$ cat src/rtl/scs8hd_bist_pkg.sv
// Shared definitions for the scs8hd cell BIST sequencers: state encoding,
// vector/pin mapping and golden cell functions.
package scs8hd_bist_pkg;

  typedef enum logic [1:0] {
    IDLE = 2'd0,
    RUN  = 2'd1,
    FIN  = 2'd2
  } bist_state_e;

  localparam int NUM_VEC = 32;
  localparam int VEC_W   = 5;

  // Bit position of each cell pin within the vector index
  localparam int PIN_A1 = 0;
  localparam int PIN_A2 = 1;
  localparam int PIN_A3 = 2;
  localparam int PIN_B1 = 3;
  localparam int PIN_B2 = 4;

  function automatic logic o32ai_golden(input logic [VEC_W-1:0] v);
    return ~((v[PIN_A1] | v[PIN_A2] | v[PIN_A3]) & (v[PIN_B1] | v[PIN_B2]));
  endfunction

endpackage

$ cat src/rtl/scs8hd_bist_settle_timer.sv
// Per-vector settle counter: counts 0..SETTLE_CYCLES and strobes sample_now
// on the final count, wrapping to 0 so it can be reused for the next vector.
module scs8hd_bist_settle_timer #(
  parameter int SETTLE_CYCLES = 2
) (
  input  logic clk,
  input  logic reset,
  input  logic clear,
  output logic sample_now
);

  localparam int CNT_W = (SETTLE_CYCLES < 1) ? 1 : $clog2(SETTLE_CYCLES + 1);
  localparam logic [CNT_W-1:0] CNT_LAST = CNT_W'(SETTLE_CYCLES);
  localparam logic [CNT_W-1:0] CNT_ONE  = CNT_W'(1'b1);

  logic [CNT_W-1:0] cnt_r;

  assign sample_now = (cnt_r == CNT_LAST);

  // Settle count register; wraps on the sample strobe
  always_ff @(posedge clk) begin
    if (reset || clear) begin
      cnt_r <= {CNT_W{1'b0}};
    end else if (sample_now) begin
      cnt_r <= {CNT_W{1'b0}};
    end else begin
      cnt_r <= cnt_r + CNT_ONE;
    end
  end

endmodule

$ cat src/rtl/scs8hd_o32ai_bist.sv
// Self-test sequencer for the o32ai cell: walks all 32 input vectors, samples
// Y after a settle time and reports pass/fail, error count and first failure.
module scs8hd_o32ai_bist
  import scs8hd_bist_pkg::*;
#(
  parameter int SETTLE_CYCLES = 2,
  parameter int ERR_W         = 6
) (
  input  logic             CLK,
  input  logic             RESET,
  input  logic             START,
  input  logic             ABORT,
  output logic             A1,
  output logic             A2,
  output logic             A3,
  output logic             B1,
  output logic             B2,
  input  logic             Y,
  output logic             BUSY,
  output logic             DONE,
  output logic             PASS,
  output logic [ERR_W-1:0] ERR_CNT,
  output logic [4:0]       FAIL_VEC,
  output logic             FAIL_VALID
);

  localparam logic [VEC_W-1:0] LAST_VEC = VEC_W'(NUM_VEC - 1);
  localparam logic [VEC_W-1:0] VEC_ONE  = VEC_W'(1'b1);
  localparam logic [ERR_W-1:0] ERR_MAX  = {ERR_W{1'b1}};
  localparam logic [ERR_W-1:0] ERR_ONE  = ERR_W'(1'b1);

  bist_state_e      state_r, state_nx;
  logic [VEC_W-1:0] vec_r, vec_nx;
  logic [VEC_W-1:0] pins_r, pins_nx;
  logic             busy_r, busy_nx;
  logic             done_r, done_nx;
  logic             pass_r, pass_nx;
  logic [ERR_W-1:0] err_r, err_nx;
  logic [VEC_W-1:0] fvec_r, fvec_nx;
  logic             fvalid_r, fvalid_nx;

  logic             sample_now_s;
  logic             timer_clear_s;
  logic             mismatch_s;
  logic [ERR_W-1:0] err_inc_s;

  // The timer idles at 0 outside RUN so each run starts with a full settle window
  assign timer_clear_s = (state_r != RUN);

  scs8hd_bist_settle_timer #(
    .SETTLE_CYCLES(SETTLE_CYCLES)
  ) u_settle_timer (
    .clk        (CLK),
    .reset      (RESET),
    .clear      (timer_clear_s),
    .sample_now (sample_now_s)
  );

  assign mismatch_s = (state_r == RUN) && sample_now_s && (Y != o32ai_golden(vec_r));
  assign err_inc_s  = (err_r == ERR_MAX) ? err_r : (err_r + ERR_ONE);

  // Next-state and next-output decode
  always_comb begin
    state_nx  = state_r;
    vec_nx    = vec_r;
    err_nx    = err_r;
    fvec_nx   = fvec_r;
    fvalid_nx = fvalid_r;
    pass_nx   = pass_r;
    done_nx   = 1'b0;

    case (state_r)
      IDLE: begin
        if (START && !ABORT) begin
          state_nx  = RUN;
          vec_nx    = {VEC_W{1'b0}};
          err_nx    = {ERR_W{1'b0}};
          fvec_nx   = {VEC_W{1'b0}};
          fvalid_nx = 1'b0;
          pass_nx   = 1'b0;
        end else begin
          state_nx = IDLE;
        end
      end
      RUN: begin
        if (ABORT) begin
          state_nx = IDLE;
        end else if (sample_now_s) begin
          if (mismatch_s) begin
            err_nx = err_inc_s;
            if (!fvalid_r) begin
              fvec_nx   = vec_r;
              fvalid_nx = 1'b1;
            end else begin
              fvec_nx = fvec_r;
            end
          end else begin
            err_nx = err_r;
          end
          // PASS reflects the count including this final sample
          if (vec_r == LAST_VEC) begin
            state_nx = FIN;
            done_nx  = 1'b1;
            pass_nx  = (err_nx == {ERR_W{1'b0}});
          end else begin
            vec_nx = vec_r + VEC_ONE;
          end
        end else begin
          state_nx = RUN;
        end
      end
      FIN: begin
        state_nx = IDLE;
      end
      default: begin
        state_nx = IDLE;
      end
    endcase

    busy_nx = (state_nx == RUN);
    if (state_nx == RUN) begin
      pins_nx = vec_nx;
    end else begin
      pins_nx = {VEC_W{1'b0}};
    end
  end

  // State register
  always_ff @(posedge CLK) begin
    if (RESET) begin
      state_r <= IDLE;
    end else begin
      state_r <= state_nx;
    end
  end

  // Datapath and output registers; pins are registered so they never glitch
  always_ff @(posedge CLK) begin
    if (RESET) begin
      vec_r    <= {VEC_W{1'b0}};
      pins_r   <= {VEC_W{1'b0}};
      busy_r   <= 1'b0;
      done_r   <= 1'b0;
      pass_r   <= 1'b0;
      err_r    <= {ERR_W{1'b0}};
      fvec_r   <= {VEC_W{1'b0}};
      fvalid_r <= 1'b0;
    end else begin
      vec_r    <= vec_nx;
      pins_r   <= pins_nx;
      busy_r   <= busy_nx;
      done_r   <= done_nx;
      pass_r   <= pass_nx;
      err_r    <= err_nx;
      fvec_r   <= fvec_nx;
      fvalid_r <= fvalid_nx;
    end
  end

  assign A1         = pins_r[PIN_A1];
  assign A2         = pins_r[PIN_A2];
  assign A3         = pins_r[PIN_A3];
  assign B1         = pins_r[PIN_B1];
  assign B2         = pins_r[PIN_B2];
  assign BUSY       = busy_r;
  assign DONE       = done_r;
  assign PASS       = pass_r;
  assign ERR_CNT    = err_r;
  assign FAIL_VEC   = fvec_r;
  assign FAIL_VALID = fvalid_r;

endmodule

$ cat config.mk
export PLATFORM = sky130hd
export DESIGN_NAME = scs8hd_o32ai_bist
export DESIGN_NICKNAME = d
export VERILOG_FILES = /design/src/rtl/scs8hd_bist_pkg.sv /design/src/rtl/scs8hd_bist_settle_timer.sv /design/src/rtl/scs8hd_o32ai_bist.sv
export SDC_FILE = /design/constraint.sdc
export NUM_CORES = 1
export LEC_CHECK = 0
export CORE_ASPECT_RATIO = 0.8
export CORE_MARGIN = 10
export CORE_UTILIZATION = 51
export DETAILED_ROUTE_END_ITERATION = 10
export PLACE_DENSITY = 0.89
export SYNTH_ARGS = -nofsm -noshare
export SYNTH_HDL_FRONTEND = slang
export SYNTH_SLANG_ARGS = --single-unit
$ cat constraint.sdc
create_clock -name CLK -period 2.7 [get_ports CLK]
set_input_delay 0.405 -clock CLK [delete_from_list [all_inputs] [get_ports CLK]]
set_output_delay 0.405 -clock CLK [all_outputs]
set_load 0.05 [all_outputs]
# == Word-level counts from Yosys, hierarchy flattened ==
# Index checks and enable logic that the tools add are counted.
# word_totals
wordCells,84
in_bits,5
register_bits,29
out_inout_bits,20
# classes
n_addsub,3
n_bitwise,8
mux,35
n_reduce_logical,15
n_eq_ne,13
# ops
operator,n
6-bit two-way mux,8
5-bit two-way mux,9
5-bit case mux with 2 select lines,2
6-bit case mux with 2 select lines,1
2-bit inequality test (second input constant),5
5-bit AND reduction,2
1-bit two-way mux,9
6-bit by 1-bit adder with 6-bit output (second input constant),1
6-bit == test (second input constant),1
6-bit zero test,1
2-bit two-way mux,3
6-bit AND reduction,1
5-bit by 1-bit adder with 5-bit output (second input constant),1
5-bit == test (second input constant),1
2-bit by 1-bit == test with 1-bit output (second input constant),2
2-bit by 1-bit inequality test with 1-bit output (second input constant),2
1-bit NOT,4
1-bit case mux with 2 select lines,2
2-bit case mux with 2 select lines,1
4-bit AND reduction,1
2-bit OR reduction,2
4-bit OR reduction,1
1-bit logical AND,3
1-bit bitwise OR,3
other kinds (8),8

# == Depth between registers and ports, before layout ==
# Gate-level depths: netlist (run 1).
# logic_depth
ltp_word,15
ltp_mapped,8
depth_no_buf,8

# == Hierarchy ==
# A second synthesis (run 1) with hierarchy kept.
# hier_totals
hier_cells,156
hier_area_um2,1390.1
# by_module_without_submodules
module,instances,area_per_inst_um2,cells_each,seq_area_each_um2
scs8hd_o32ai_bist,1,1308.8,150,540.5
scs8hd_bist_settle_timer,1,81.3,6,40.0

# == Worst setup path before layout (run 1) ==
# No wires, ideal clock.
# synth_timing
path_type,flip-flop to flip-flop
startpoint,register vec_r[0]
endpoint,register pass_r (netlist: PASS)
t_arrival_ns,1.894
setup_ns,0.069
synth_period_minus_slack_ns,1.963
stages_incl_launch_ff,9
t_required_ns,2.631
path_slack_ns,0.737
path_cell_list,dfxtp_1 -> inv_1 -> ha_1 -> nor2b_2 -> or4_1 -> a21oi_1 -> mux2i_1 -> nand4b_1 -> o21ai_1
# synth_via
elab_chain_len,15
elab_cells_between_ends,18
classes_between,eq/ne: 3; mux: 8; bitwise: 4; reduce/logical: 3
# synth_lines
element,line,rtl
start: declaration,scs8hd_o32ai_bist.sv:33,"logic [VEC_W-1:0] vec_r, vec_nx;"
start signal: assignment,scs8hd_o32ai_bist.sv:140,vec_r <= {VEC_W{1'b0}};
start signal: assignment,scs8hd_o32ai_bist.sv:149,vec_r <= vec_nx;
1-bit bitwise OR (2 in series),scs8hd_bist_pkg.sv:22,return ~((v[PIN_A1] | v[PIN_A2] | v[PIN_A3]) & (v[PIN_B1] | v[PIN_B2]));
1-bit bitwise AND,scs8hd_bist_pkg.sv:22,
1-bit NOT,scs8hd_bist_pkg.sv:22,
1-bit inequality test,scs8hd_o32ai_bist.sv:59,assign mismatch_s = (state_r == RUN) && sample_now_s && (Y != o32ai_golden(vec_r));
1-bit logical AND,scs8hd_o32ai_bist.sv:59,
6-bit two-way mux,scs8hd_o32ai_bist.sv:89,if (mismatch_s) begin
6-bit two-way mux,scs8hd_o32ai_bist.sv:88,end else if (sample_now_s) begin
6-bit two-way mux,scs8hd_o32ai_bist.sv:86,if (ABORT) begin
6-bit two-way mux,scs8hd_o32ai_bist.sv:72,case (state_r)
6-bit zero test,scs8hd_o32ai_bist.sv:104,pass_nx = (err_nx == {ERR_W{1'b0}});
1-bit two-way mux,scs8hd_o32ai_bist.sv:101,if (vec_r == LAST_VEC) begin
1-bit two-way mux,scs8hd_o32ai_bist.sv:88,
1-bit two-way mux,scs8hd_o32ai_bist.sv:86,
1-bit case mux with 2 select lines,scs8hd_o32ai_bist.sv:72,
end signal: assignment,scs8hd_o32ai_bist.sv:153,pass_r <= pass_nx;
end: declaration,scs8hd_o32ai_bist.sv:37,"logic pass_r, pass_nx;"
# Several ways; a longest one is shown, not always the timed one. The select of a mux whose other input is x is not followed.
# A chain may end at the register's enable or synchronous reset.

# == Worst setup path after layout (run 1) ==
# Same ends and word-level chain as after synthesis.

==> results.yml, run 1 <==
power_and_ir_drop:
  p_leak_nw: 0.621
  internal_power_mw: 0.570
  peakVddDrop_uv: 349
  switching_share_pct: 23.1
  powerDensity_nw_per_um2: 431
  power.switching_mw: 0.171
  power_frac_comb_pct: 6.3
  p_clk_share_pct: 35.5
  seq_power_share_pct: 58.1
die:
  dieWidth_microns: 78.3
  dieArea_sq_um: 5220
  die-height_microns: 66.6
  row_count: 16
  ioPinCount: 25
  core_sq_um: 2520
  start_util_pct: 55.0
cts:
  htree_levels: 2
  cts_setup_buffers: 0
  clock_latency_ns: 0.33
  cts-resized-gates: 0
  clkSlewWorstSetupHoldPaths_ns: 0.09
  cts_tree: "done"
  clockRootBuffer: "clkbuf_4"
  cts_made_buffers: 5
  hold_buffers: 0
  clockBufferDepth: 2
  clkSinkCount: 29
sta:
  slew_viol_final: 0
  fmax_ghz: 0.458
  setup_viol: 0
  final-hold-violation-count: 0
  finalCriticalPeriod_ns: 2.19
  fin_setup_tns_ns: 0
  worst_pin_slew_ns: 0.514
  grt_setup_unrepaired: "false"
  maxSlewHeadroom_pct: 65.6
  fin_crit_sh_pct: 80.9
  fin_skew_ns: 0.0115
placement:
  portBuffers: 24
  dpl_cell_area_sq_um: 1670
  place.gp.congestion: 0.900
  dp_hpwl_microns: 2530
synth:
  ys_seq_area_share_pct: 41.9
  yosysWarnings: 0
  synthArstFlopShare_pct: 0
  synth-seq-cells: 29
  synth_top_flop_cell: "dfxtp_1"
  synth.avg_cell_area_sq_um: 8.40
  synth.top_cell.area_share_pct: 41.9
  yosys.area.top_type: "dfxtp_1"
  synthesis.nets: 174
  yosys-top-cells-area: "dfxtp_1 (42%), nor2_1 (5.4%), a21oi_1 (4.7%)"
  synth_cells: 165
  synth_edf_count: 0
  netlist_area_sq_um: 1390
  ys_types: 42
detailed_routing:
  drt_first_pass_iters: 4
  wirelength_microns: 3380
  ant_nets: 0
  wl_per_cell_microns: 14.8
  drt-initial-drc-count: 119
  vias_per_cell: 5.75
  drc: 0
  vias: 1317
final_layout:
  final_cell_area_sq_um: 1720
  diodes: 0
  area_delta_synth_final_pct: 24.2
  final_cell_mix: "dfxtp_1 (29), clkdlybuf4s50_1 (24), nor2_1 (20), nand2_1 (14), a21oi_1 (13)"
  layout_commonest_cell: "dfxtp_1"
  finish.utilization_pct: 68.3
  nets: 202
  drive_above_1_share_pct: 9.33
job:
  cap_viol_max_count: 0
grt:
  grt_pass1_vias: 1286
  overflow: 0
  grt_max_degree: 15
  grt_first_pass_wirelength_microns: 5780
  grt_usage_pct: 13.6
  antenna_found_initial: 0
worst_setup_path:
  crit_path_start_kind: "flop"
  crit_required_ns: 2.97
  crit_path_end_kind: "flop"
  crit_fanout: 5
  crit_type: "reg2reg"
  cp.arrival_ns: 2.46
status:
  outcome: "finished, final reports clean"
min_path:
  hp-class: "reg2reg"
## through the flow
stage                     cells  setup WS [ns]  power (mW)  hold WS [ns]
after global placement      222          0.494       0.485         0.410
after floorplan             165          0.737       0.469         0.400
after CTS                   229          0.547       0.742         0.433
final                       229          0.515       0.742         0.437
after global routing        229          0.294       0.764         0.452
after detailed placement    222          0.439       0.487         0.420
## final timing paths
kind | from | to | slack [ns] | cells after the start
min reg2reg | u_settle_timer.cnt_r[0]$_SDFF_PP0_ | u_settle_timer.cnt_r[0]$_SDFF_PP0_ | 0.44 | 1
min | u_settle_timer.cnt_r[0]$_SDFF_PP0_ | u_settle_timer.cnt_r[0]$_SDFF_PP0_ | 0.44 | 1
max | vec_r[0]$_SDFF_PP0_ | PASS$_SDFFE_PP0P_ | 0.51 | 8
max reg2reg | vec_r[0]$_SDFF_PP0_ | PASS$_SDFFE_PP0P_ | 0.51 | 8
## worst max-delay path, stage by stage, from the launching register on
cell and delay, ns:
dfxtp_1 0.41, inv_1 0.09, ha_1 0.19, nor2b_2 0.18, or4_1 0.54, a21oi_1 0.25
mux2i_1 0.22, nand4b_1 0.12, o21ai_1 0.14
## cell type report
type | instances | area [sq um]
clock buffers | 7 | 55.1
fillers | 218 | 801
inverters | 7 | 26.3
multi-input cells | 124 | 759
flip-flops and latches | 29 | 581
well taps | 36 | 45.0
repair buffers | 26 | 255
## power groups by stage
stage / registers (mW) / logic [mW] / clock network (mW)
4_1_cts: 0.431 / 0.0460 / 0.265
3_5_place_dp: 0.441 / 0.0459 / 0
6_report: 0.431 / 0.0468 / 0.264
3_3_place_gp: 0.441 / 0.0444 / 0
5_1_grt: 0.431 / 0.0509 / 0.282
2_1_floorplan: 0.444 / 0.0255 / 0
## cell families (layout without fill, tap and decap cells)
logic type                 Yosys count  count (layout)  synth area share (%)
adders and majority gates            4               4                  3.61
and+or+nand+nor                     81              81                  32.2
DFF                                 29              29                  41.9
AOI/OAI and AO/OA                   36              36                  16.6
buffers and inverters               12              40                  3.34
muxes                                3               3                  2.35
## synth_stat cells, drive strengths merged, types with 2 or more instances
master  instances
inv             7
nand3b          4
clkbuf          4
o31ai           2
and3            3
nor4            5
o22ai           3
nor2           21
nor2b           6
ha              4
mux2            2
dfxtp          29
nor3b           2
nor3            4
or2             2
nand2b          6
or3             4
o21ai           8
nand3           4
a31oi           2
nand2          14
and2            2
a21oi          13
## sequential cells by signal, summed over array words and instances (netlist names)
name and count:
BUSY 1, DONE 1, ERR_CNT 6, FAIL_VALID 1
FAIL_VEC 5, PASS 1, pins_r 5, state_r 2
u_settle_timer.cnt_r 2, vec_r 5
## routing by layer
metal | part of all wire, % | vias to the layer above | wire length [microns] | track usage (%)
met2 | 45 | 62 | 1520 | 22.0
met5 | 0 | - | 0 | 0
met3 | 10 | 10 | 337 | 5.23
li1 | - | 641 | - | -
met4 | 2.1 | 0 | 72 | 6.92
met1 | 43 | 604 | 1450 | 15.4
Power figures use the tool's default switching activity.
==> inputs of run 2 (changes only) <==
- clock period: 2.7 -> 2.2 ns (I/O delays scaled with it)
==> run 2 against run 1 <==
Against the previous run: die area unchanged; final cell count up 1.3%; first-iteration DRC count up 16%; final area up 1.8%; sequential cell count unchanged; core utilization up 1.2 points; sequential power up 23%; global-route usage up 0.60 points; critical path type unchanged; largest cell class unchanged.
==> results.yml, run 2 (synthesized netlist as in run 1, its figures left out) <==
final_layout:
  layout_commonest_cell: "dfxtp_1"
  diodes: 0
  final_cell_mix: "dfxtp_1 (27), clkdlybuf4s50_1 (24), nor2_1 (20), nand2_1 (14), a21oi_1 (12)"
  fillers: 203
  nets: 205
  area_delta_synth_final_pct: 26.4
  drive_above_1_share_pct: 12.8
  largest_reg_flops: 6
cts:
  cts_tree: "done"
  clock_latency_ns: 0.32
  clkSlewWorstSetupHoldPaths_ns: 0.09
  clockBufferDepth: 2
  hold_buffers: 0
  clockRootBuffer: "clkbuf_4"
  htree_levels: 2
  clkSinkCount: 29
  cts_made_buffers: 5
  cts_setup_buffers: 0
detailed_routing:
  ant_nets: 0
  drt_first_pass_iters: 5
  drt-initial-drc-count: 138
  vias_per_cell: 5.86
  wirelength_microns: 3620
  drc: 0
  vias: 1360
  wl_per_cell_microns: 15.6
worst_setup_path:
  crit_path_start_kind: "flop"
  cp.arrival_ns: 2.40
  crit_chain: "inv_1 > ha_1 > nor2b_2 > or4_1 > a21oi_2 > mux2i_1 > nand4b_1 > o21ai_1"
  crit_path_end_kind: "flop"
  cpPeakStageDelay_ns: 0.58
  crit_type: "reg2reg"
  cp_slowest_cell: "or4_1"
  rrSetupSlack_ns: 0.07
  crit_required_ns: 2.46
  crit_fanout: 5
sta:
  setup_viol: 0
  final-hold-violation-count: 0
  slew_viol_final: 0
  worst_pin_slew_ns: 0.509
  fin_skew_ns: 0.00470
  maxSlewHeadroom_pct: 65.9
  finalCriticalPeriod_ns: 2.13
  grt_setup_unrepaired: "false"
  hold_slack_ns: 0.437
  fin_setup_tns_ns: 0
  fmax_ghz: 0.469
  fin_crit_sh_pct: 96.9
power_and_ir_drop:
  peakVddDrop_uv: 353
  seq_power_share_pct: 57.8
  power_frac_comb_pct: 6.7
  p_clk_share_pct: 35.4
  switching_share_pct: 23.2
  internal_power_mw: 0.702
  power.switching_mw: 0.212
  powerDensity_nw_per_um2: 522
  p_leak_nw: 0.635
die:
  dieWidth_microns: 78.3
  die-height_microns: 66.6
  start_util_pct: 55.0
  row_count: 16
  ioPinCount: 25
  dieArea_sq_um: 5220
  core_sq_um: 2520
placement:
  portBuffers: 24
  place.gp.congestion: 0.945
  dp_hpwl_microns: 2700
status:
  outcome: "finished, final reports clean"
job:
  cap_viol_max_count: 0
grt:
  grt_pass1_vias: 1302
  antenna_found_initial: 0
  grt_first_pass_wirelength_microns: 6040
  grt_usage_pct: 14.2
  overflow: 0
  grt_max_degree: 19
min_path:
  hp-class: "reg2reg"
## run 2: path summary, 6_finish.rpt
path | endpoint | startpoint | cells past startpoint
worst max-delay path | PASS$_SDFFE_PP0P_ | vec_r[0]$_SDFF_PP0_ | 8
worst min-delay path | u_settle_timer.cnt_r[0]$_SDFF_PP0_ | u_settle_timer.cnt_r[0]$_SDFF_PP0_ | 1
worst max register to register | PASS$_SDFFE_PP0P_ | vec_r[0]$_SDFF_PP0_ | 8
worst min register to register | u_settle_timer.cnt_r[0]$_SDFF_PP0_ | u_settle_timer.cnt_r[0]$_SDFF_PP0_ | 1
## run 2: final cells by class
| class | count | area (sq um) | area share, % |
|---|---|---|---|
| multi-input cells | 124 | 766 | 43.7 |
| flip-flops and latches | 29 | 583 | 33.3 |
| repair buffers | 29 | 278 | 15.8 |
| clock buffers | 7 | 55.1 | 3.14 |
| well taps | 36 | 45.0 | 2.57 |
| inverters | 7 | 26.3 | 1.50 |
## run 2: stage by stage
step           instances  area (sq um)  worst slack (ns)  util (%)  power, mW
6_report             232          1750            0.0690      69.5      0.915
4_1_cts              232          1750            0.0355      69.3      0.916
3_3_place_gp         225          1690             0.108      67.0      0.599
5_1_grt              232          1750            0.0247      69.5      0.947
3_5_place_dp         225          1690           -0.0256      67.0      0.601
2_1_floorplan        165          1390             0.237         -      0.576
## run 2: metal layers
layer,up-vias,global-route usage [%],wire [microns]
met5,-,0,0
met4,0,6.70,94
met3,16,4.96,283
met2,78,23.0,1680
met1,616,16.6,1560
li1,650,-,-
## run 2: worst max-delay path: cells and delay by family, from the launching register on
kind                     cells  cell delay (ns)
buffers and inverters        1             0.06
multiplexers                 1             0.23
adder cells (fa/ha/maj)      1             0.18
flip-flops                   1             0.36
AO/OA/AOI/OAI                2             0.36
AND/OR/NAND/NOR              3             0.88
## run 2: repair_timing
item	CTS	global route
resized for setup	1	3
endpoints found under the setup margin	1	3
endpoints found under the hold margin	0	0
pin swaps	0	1
## run 2: power by group through the flow
stage                     combinational, mW  clock (mW)  sequential, mW
final                                0.0617       0.324           0.529
after global routing                 0.0662       0.351           0.530
after CTS                            0.0600       0.326           0.529
after detailed placement             0.0595           0           0.542
after global placement               0.0579           0           0.541
after floorplan                      0.0312           0           0.545
